`config.mk`:
```
export PLATFORM = sky130hd
export DESIGN_NAME = vertex_task_scheduler_flat
export DESIGN_NICKNAME = d
export VERILOG_FILES = /design/src/rtl/vertex_task_scheduler_if.sv /design/src/rtl/vertex_task_scheduler.sv /design/src/flat_wrapper.sv
export SDC_FILE = /design/constraint.sdc
export NUM_CORES = 1
export LEC_CHECK = 0
export BUFFER_PORTS_ARGS = -buffer_cell sky130_fd_sc_hd__buf_4
export CORE_MARGIN = 2
export CORE_UTILIZATION = 51
export CTS_CLUSTER_DIAMETER = 200
export DETAILED_ROUTE_END_ITERATION = 8
export PLACE_DENSITY = 0.87
export SLEW_MARGIN = 20
export SYNTH_ARGS = -nofsm -noshare
export SYNTH_HDL_FRONTEND = slang
export SYNTH_SLANG_ARGS = --single-unit
```
`constraint.sdc`:
```
create_clock -name clk -period 2.2 [get_ports clk]
set_clock_uncertainty 0.05 [all_clocks]
set_input_delay 0.22 -clock clk [delete_from_list [all_inputs] [get_ports clk]]
set_output_delay 0.22 -clock clk [all_outputs]
set_load 0.01 [all_outputs]
```
`src/rtl/vertex_task_scheduler_if.sv`:
```
// Grant handshake between the vertex task scheduler and the PE dispatch port.
// The scheduler drives grant_valid/grant_idx and the consumer answers with grant_ready.
interface vertex_task_scheduler_if #(
    parameter int IDX_W = 6
);
    logic             grant_valid;
    logic [IDX_W-1:0] grant_idx;
    logic             grant_ready;

    modport master (
        output grant_valid,
        output grant_idx,
        input  grant_ready
    );

    modport slave (
        input  grant_valid,
        input  grant_idx,
        output grant_ready
    );
endinterface

```
`src/rtl/vertex_task_scheduler.sv`:
```
// Drains a 64-bit pending bitmap one index at a time over a valid/ready grant port.
// Define ROUND_ROBIN_EN for round-robin search; the default build uses fixed lowest-index priority.
module vertex_task_scheduler #(
    parameter int N_REQ = 64,
    parameter int IDX_W = 6
) (
    input  logic                   clk,
    input  logic                   rst,
    input  logic                   start,
    input  logic [N_REQ-1:0]       start_mask,
    input  logic                   add_valid,
    input  logic [N_REQ-1:0]       add_mask,
    vertex_task_scheduler_if.master gnt,
    output logic                   busy,
    output logic                   done,
    output logic [IDX_W:0]         grant_count
);

    typedef enum logic [1:0] {
        IDLE,
        SELECT,
        ISSUE,
        DONE
    } state_t;

    state_t           state;
    logic [N_REQ-1:0] pending;
    logic [IDX_W-1:0] last;

    logic [N_REQ-1:0] add_bits;
    logic [N_REQ-1:0] eff;
    logic [N_REQ-1:0] clear_mask;
    logic [IDX_W-1:0] pick;

    // Candidate set and the index the search would choose this cycle.
    always_comb begin
        add_bits   = add_valid ? add_mask : '0;
        eff        = pending | add_bits;
        clear_mask = {{(N_REQ-1){1'b0}}, 1'b1} << gnt.grant_idx;
        pick       = '0;
`ifdef ROUND_ROBIN_EN
        // Walk downward so the first set bit at or after last+1 is the one left in pick.
        for (int i = N_REQ - 1; i >= 0; i--) begin
            if (eff[last + IDX_W'(i) + IDX_W'(1)]) begin
                pick = last + IDX_W'(i) + IDX_W'(1);
            end
        end
`else
        for (int i = N_REQ - 1; i >= 0; i--) begin
            if (eff[i]) begin
                pick = IDX_W'(i);
            end
        end
`endif
    end

`ifndef ROUND_ROBIN_EN
    logic unused_last;
    assign unused_last = ^last;
`endif

    always_ff @(posedge clk or posedge rst) begin
        if (rst) begin
            state           <= IDLE;
            pending         <= '0;
            last            <= '1;
            gnt.grant_valid <= 1'b0;
            gnt.grant_idx   <= '0;
            busy            <= 1'b0;
            done            <= 1'b0;
            grant_count     <= '0;
        end else begin
            case (state)
                IDLE: begin
                    done <= 1'b0;
                    if (start) begin
                        pending     <= start_mask;
                        grant_count <= '0;
                        last        <= '1;
                        busy        <= 1'b1;
                        state       <= SELECT;
                    end
                end
                SELECT: begin
                    if (eff == '0) begin
                        done  <= 1'b1;
                        state <= DONE;
                    end else begin
                        gnt.grant_idx   <= pick;
                        gnt.grant_valid <= 1'b1;
                        pending         <= eff;
                        state           <= ISSUE;
                    end
                end
                ISSUE: begin
                    if (gnt.grant_valid && gnt.grant_ready) begin
                        // The add is applied after the clear so a colliding add keeps its bit.
                        pending         <= (pending & ~clear_mask) | add_bits;
                        grant_count     <= grant_count + {{IDX_W{1'b0}}, 1'b1};
                        last            <= gnt.grant_idx;
                        gnt.grant_valid <= 1'b0;
                        state           <= SELECT;
                    end else begin
                        pending <= eff;
                    end
                end
                DONE: begin
                    done  <= 1'b0;
                    busy  <= 1'b0;
                    state <= IDLE;
                end
                default: state <= IDLE;
            endcase
        end
    end

endmodule

```
`src/flat_wrapper.sv`:
```
// flat-port wrapper written by rule: the top's interface ports become plain ports
module vertex_task_scheduler_flat 
#(
    parameter int N_REQ = 64,
    parameter int IDX_W = 6
)
  (clk, rst, start, start_mask, add_valid, add_mask, busy, done, grant_count, gnt_grant_valid, gnt_grant_idx, gnt_grant_ready);
  vertex_task_scheduler_if #(.IDX_W(IDX_W)) gnt_i ();
  input  logic clk;
  input  logic rst;
  input  logic start;
  input  logic [N_REQ-1:0] start_mask;
  input  logic add_valid;
  input  logic [N_REQ-1:0] add_mask;
  output logic busy;
  output logic done;
  output logic [IDX_W:0] grant_count;
  output wire logic [$bits(gnt_i.grant_valid)-1:0] gnt_grant_valid;
  output wire logic [$bits(gnt_i.grant_idx)-1:0] gnt_grant_idx;
  input wire logic [$bits(gnt_i.grant_ready)-1:0] gnt_grant_ready;
  assign gnt_grant_valid = gnt_i.grant_valid;
  assign gnt_grant_idx = gnt_i.grant_idx;
  assign gnt_i.grant_ready = gnt_grant_ready;
  vertex_task_scheduler #(.N_REQ(N_REQ), .IDX_W(IDX_W)) u_core (.clk(clk), .rst(rst), .start(start), .start_mask(start_mask), .add_valid(add_valid), .add_mask(add_mask), .gnt(gnt_i), .busy(busy), .done(done), .grant_count(grant_count));
endmodule
```
# Yosys cells after proc, flatten, opt, wreduce, memory -nomap -nowiden
# Index checks and enable logic that the tools add are counted.
[totals]
out_inout_bits = 16
wordCells = 120
regBits = 82
[classes]
reduce_logical = 16
mux = 83
eq_ne = 7
addsub = 1
n_shift = 1
n_bitwise = 5
[op_table]
columns = ["cell", "n"]
rows = [
  ["two-way mux 6 bit", 64],
  ["two-way mux 64 bit", 4],
  ["case mux 64 bit (3 select lines)", 1],
  ["bitwise OR 64 bit", 2],
  ["bitwise AND 64 bit", 1],
  ["zero test 64 bit", 1],
  ["NOT 64 bit", 1],
  ["<< shifter 1 x 6 -> 64 bit (first input constant)", 1],
  ["two-way mux 7 bit", 2],
  ["case mux 7 bit (2 select lines)", 1],
  ["AND reduction 3 bit", 3],
  ["case mux 2 bit (4 select lines)", 1],
  ["AND reduction 2 bit", 4],
  ["nonzero test 2 bit", 4],
  ["adder 7 x 1 -> 7 bit (second input constant)", 1],
  ["case mux 1 bit (2 select lines)", 3],
  ["two-way mux 1 bit", 5],
  ["== test 2 bit (second input constant)", 2],
  ["two-way mux 2 bit", 2],
  ["!= test 2 x 1 -> 1 bit (second input constant)", 2],
  ["!= test 2 bit (second input constant)", 2],
  ["nonzero test 3 bit", 1],
  ["== test 2 x 1 -> 1 bit (second input constant)", 1],
  ["zero test 2 bit", 1],
  ["3 further kinds", 3],
]

# Depth between registers and ports, before layout
[logic_depth]
depth_word = 66
ltp_mapped = 10

# Worst setup path after synthesis
# OpenSTA, ideal clock, no wires.
[synth_path]
path_kind = "register to register"
startpoint = "register u_core.gnt.grant_idx[4]"
endpoint = "register u_core.pending[7]"
path_buffers = 0
slack_ns = -0.105
synth_period_minus_slack_ns = 2.305
stages_incl_launch_ff = 7
t_required_ns = 2.025
arrival_ns = 2.130
setup_time_ns = 0.125
path_cell_list = "dfrtp_1 -> and2b_1 -> or4b_2 -> o31a_1 -> o221ai_1 -> o21ai_0 -> mux2_4"
[synth_between]
elab_chain_cells = 6
[synth_rtl]
columns = ["element", "line_no", "rtl"]
rows = [
  ["from (decl)", "vertex_task_scheduler_if.sv:12", "output grant_idx,"],
  ["from (signal assigned)", "vertex_task_scheduler.sv:89", "gnt.grant_idx <= pick;"],
  ["<< shifter 1 x 6 -> 64 bit", "vertex_task_scheduler.sv:39", "clear_mask = {{(N_REQ-1){1'b0}}, 1'b1} << gnt.grant_idx;"],
  ["NOT 64 bit", "vertex_task_scheduler.sv:98", "pending <= (pending & ~clear_mask) | add_bits;"],
  ["bitwise AND 64 bit", "vertex_task_scheduler.sv:98", ""],
  ["bitwise OR 64 bit", "vertex_task_scheduler.sv:98", ""],
  ["two-way mux 64 bit", "vertex_task_scheduler.sv:96", "if (gnt.grant_valid && gnt.grant_ready) begin"],
  ["case mux 64 bit (3 select lines)", "vertex_task_scheduler.sv:73", "case (state)"],
  ["to (signal assigned)", "vertex_task_scheduler.sv:77", "pending <= start_mask;"],
  ["to (signal assigned)", "vertex_task_scheduler.sv:98", ""],
  ["to (decl)", "vertex_task_scheduler.sv:27", "logic [N_REQ-1:0] pending;"],
]
# Every way passes these cells.
# A chain may end at the register's enable or synchronous reset.

# Worst setup path after layout
[layout_path]
startpoint = "register u_core.pending[39]"
endpoint = "register u_core.pending[38]"
[layout_between]
elab_chain_cells = 4
[layout_rtl]
columns = ["element", "line_no", "rtl"]
rows = [
  ["bitwise OR 64 bit", "vertex_task_scheduler.sv:38", "eff = pending | add_bits;"],
  ["zero test 64 bit", "vertex_task_scheduler.sv:85", "if (eff == '0) begin"],
  ["!= test 2 bit (no line)", "--", ""],
  ["AND reduction 3 bit (no line)", "--", ""],
]
# Every way passes these cells.

==> metrics.txt <==
CTS Sinks 82; worst min path class in2reg; clock power share roughly 11%; initial antenna violation count 0; Worst IR Drop VDD approximately 970 uV; max_cap viols 0; Post-synth EDFFs 0; Vias ~10k; Hold Vio Cnt, Final 0; power consumption 16.08 mW; Antenna Nets Post-Route 0; combinational power share 71.3%; share of layout cells above drive strength 1 approximately two fifths; failing checks DRC, setup timing; Root Buffer clkbuf_16; Final Setup Violations 66; io pins 149; Initial Util roughly 52%; CP endpoint kind flop; Clk Latency, worst-skew pair 0.38 ns; cts bufs inserted 9; Crit Path Max Fanout 23; Post-synth ARST share 100.0%; final setup TNS -11.39 ns; Synth area leaders dfrtp_1 28%, mux2_4 9.8%, a21oi_1 5.8%; Synth Register Bits 82; Reg area between 2000 and 2500 sq um; share of the synthesized area in the top cell type ~28%; power per cell area 1511 nW/um^2; row cnt 43; count leader, synth nand2_1; post-synth top area cell dfrtp_1; WHS about 0.080 ns; Yosys warnings 0; drt initial violations 2,263; Synth top cells by count 94 x nand2_1, 84 x a21oi_1, 82 x dfrtp_1; fmax 412.0 MHz; DR WL/cell 23.63 um; clock transition at the registers of the reported paths about 0.060 ns; CTS tree yes; Syn Std Cell Area between 7000 and 8000 sq um; sequential share of power 17.5%; dpl hpwl 23,060 um; Routability Congestion 1.089; post-route setup slack -0.2270 ns; vias in the first global route slightly above 9k; ANT cells 0; port bufs 148; drc violations 17; fill cell count ~840; WP data required between 2 and 2.5 ns; Die Span X roughly 120 um; Pint around 9 mW; minimum clock period about 2.4 ns; synthesized net count 1,022; status finished, violations left; first-pass GRT wire length approximately 48,000 um; drt pass-1 iters 9; pin count of the biggest net entering global routing 61; area of the multi-input gates between 4000 and 5000 sq um; final wirelength 33,250 um; RSZ-0062 raised after global routing yes; crit start category flop; static leakage around 5.1 nW; Slew Viols, Final 0; main flop type after synthesis dfrtp_1; sequential fraction of the synthesis area between 20% and 30%; area of the core about 14,000 sq um; critical path arrival 2.62 ns; Slew headroom 55.02%; critical setup path kind reg2reg; total gr overflow 0; Yosys cell types 72; Die Span Y roughly 120 um; Syn Area/Cell 8.163 sq um; Psw 7.328 mW; Die ar. roughly 15,000 sq um; Slew @ Worst Pin 0.6578 ns; Net Sw Frac ~46%; Syn Inst Count between 800 and 900; htree depth 3; Tcrit/Tclk final 110.3%; Via density 7.075; gr usage total between 40% and 50%; CTS Buffer Depth 2; Final #Nets ~1.4k; Area Growth Syn to Fin 47.41%
power groups by stage:
| stage | Combinational [mW] | Sequential (mW) | Clock [mW] |
|---|---|---|---|
| after floorplan | 6.05 | 2.81 | 0 |
| after global placement | 9.90 | 2.71 | 0 |
| after detailed placement | 10.3 | 2.73 | 0 |
| after CTS | 10.5 | 2.75 | 1.78 |
| after global routing | 11.9 | 2.85 | 1.86 |
| final | 11.5 | 2.81 | 1.81 |
cell usage in the layout (no fill, tap or decap), drive strengths merged, types with 12 or more instances in the layout:
cell type / count
a211oi: 24
a21o: 33
a21oi: 86
a31oi: 16
buf: 383
dfrtp: 82
inv: 21
mux2: 55
nand2: 94
nand3: 15
nand4: 29
nor2: 81
nor3: 14
o211ai: 12
o21a: 13
o21ai: 89
o31ai: 21
worst paths after layout:
path                       slack, ns                            from                             end  cells after the start
max in group asynchronous       0.98                             rst  u_core.pending[45]$_DFFE_PP0P_                      4
hold / removal                  0.08                  start_mask[49]  u_core.pending[49]$_DFFE_PP0P_                      2
setup reg to reg               -0.23  u_core.pending[39]$_DFFE_PP0P_  u_core.pending[38]$_DFFE_PP0P_                      8
hold reg to reg                 0.47         u_core.done$_DFFE_PP0P_         u_core.done$_DFFE_PP0P_                      2
min in group asynchronous       0.42                             rst   u_core.pending[9]$_DFFE_PP0P_                      3
setup / recovery               -0.23  u_core.pending[39]$_DFFE_PP0P_  u_core.pending[38]$_DFFE_PP0P_                      8
layer usage:
metal	GRT usage, %	share of wire [%]	vias to the layer above
li1	-	-	4028
met1	50.20	34	4477
met2	64.50	43	1086
met3	12.36	15	364
met4	26.29	8.9	0
met5	0	0	-
critical path: stages, from the launching register on:
cell	delay [ns]
dfrtp_1	0.40
nor2_1	0.24
nand4_1	0.21
nor4_2	0.35
buf_4	0.19
and4_4	0.25
a21oi_4	0.10
buf_12	0.19
mux2_4	0.32
registers in the layout, indices dropped and copies added (netlist names):
signal,count
u_core.pending,64
u_core.state,2
u_core.done,1
u_core.gnt.grant_valid,1
u_core.busy,1
u_core.gnt.grant_idx,6
u_core.grant_count,7
through the flow:
step / setup slack (ns) / utilization (%) / cells / area, sq um
CTS: -0.03998 / 76.07 / 1403 / 10520
detailed placement: -0.2550 / 72.62 / 1374 / 10040
finish: -0.2270 / 76.93 / 1407 / 10640
floorplan: 0.006422 / - / 884 / 7232
global route: -0.2769 / 76.93 / 1407 / 10640
global placement: -0.1689 / 72.62 / 1374 / 10040
logic make-up (layout without fill, tap and decap cells):
group           count (synthesis)  in the layout  synth area share, %
flops                          82             82                28.44
fa+ha+maj                       5              5               0.8670
buf+inv                        80            423                5.098
mux                            61             61                11.86
simple gates                  287            287                19.75
xor+xnor                        4              4               0.4856
compound gates                365            365                33.50
final cells by class:
class / instances / area share [%]
clock buffers: 10 / 2.153
clock inverters: 6 / 0.9881
inverters: 23 / 0.8470
multi-input cells: 722 / 46.23
flip-flops and latches: 82 / 19.30
well taps: 180 / 2.117
repair buffers: 384 / 28.36
what timing repair did:
item                                    in CTS  in global routing
resized for setup                           13                 28
hold buffers                                 1                  0
endpoints found under the setup margin      61                 71
setup buffers                               12                  4
pin swaps                                    9                 12
endpoints found under the hold margin       22                  0
Power figures use the tool's default switching activity.
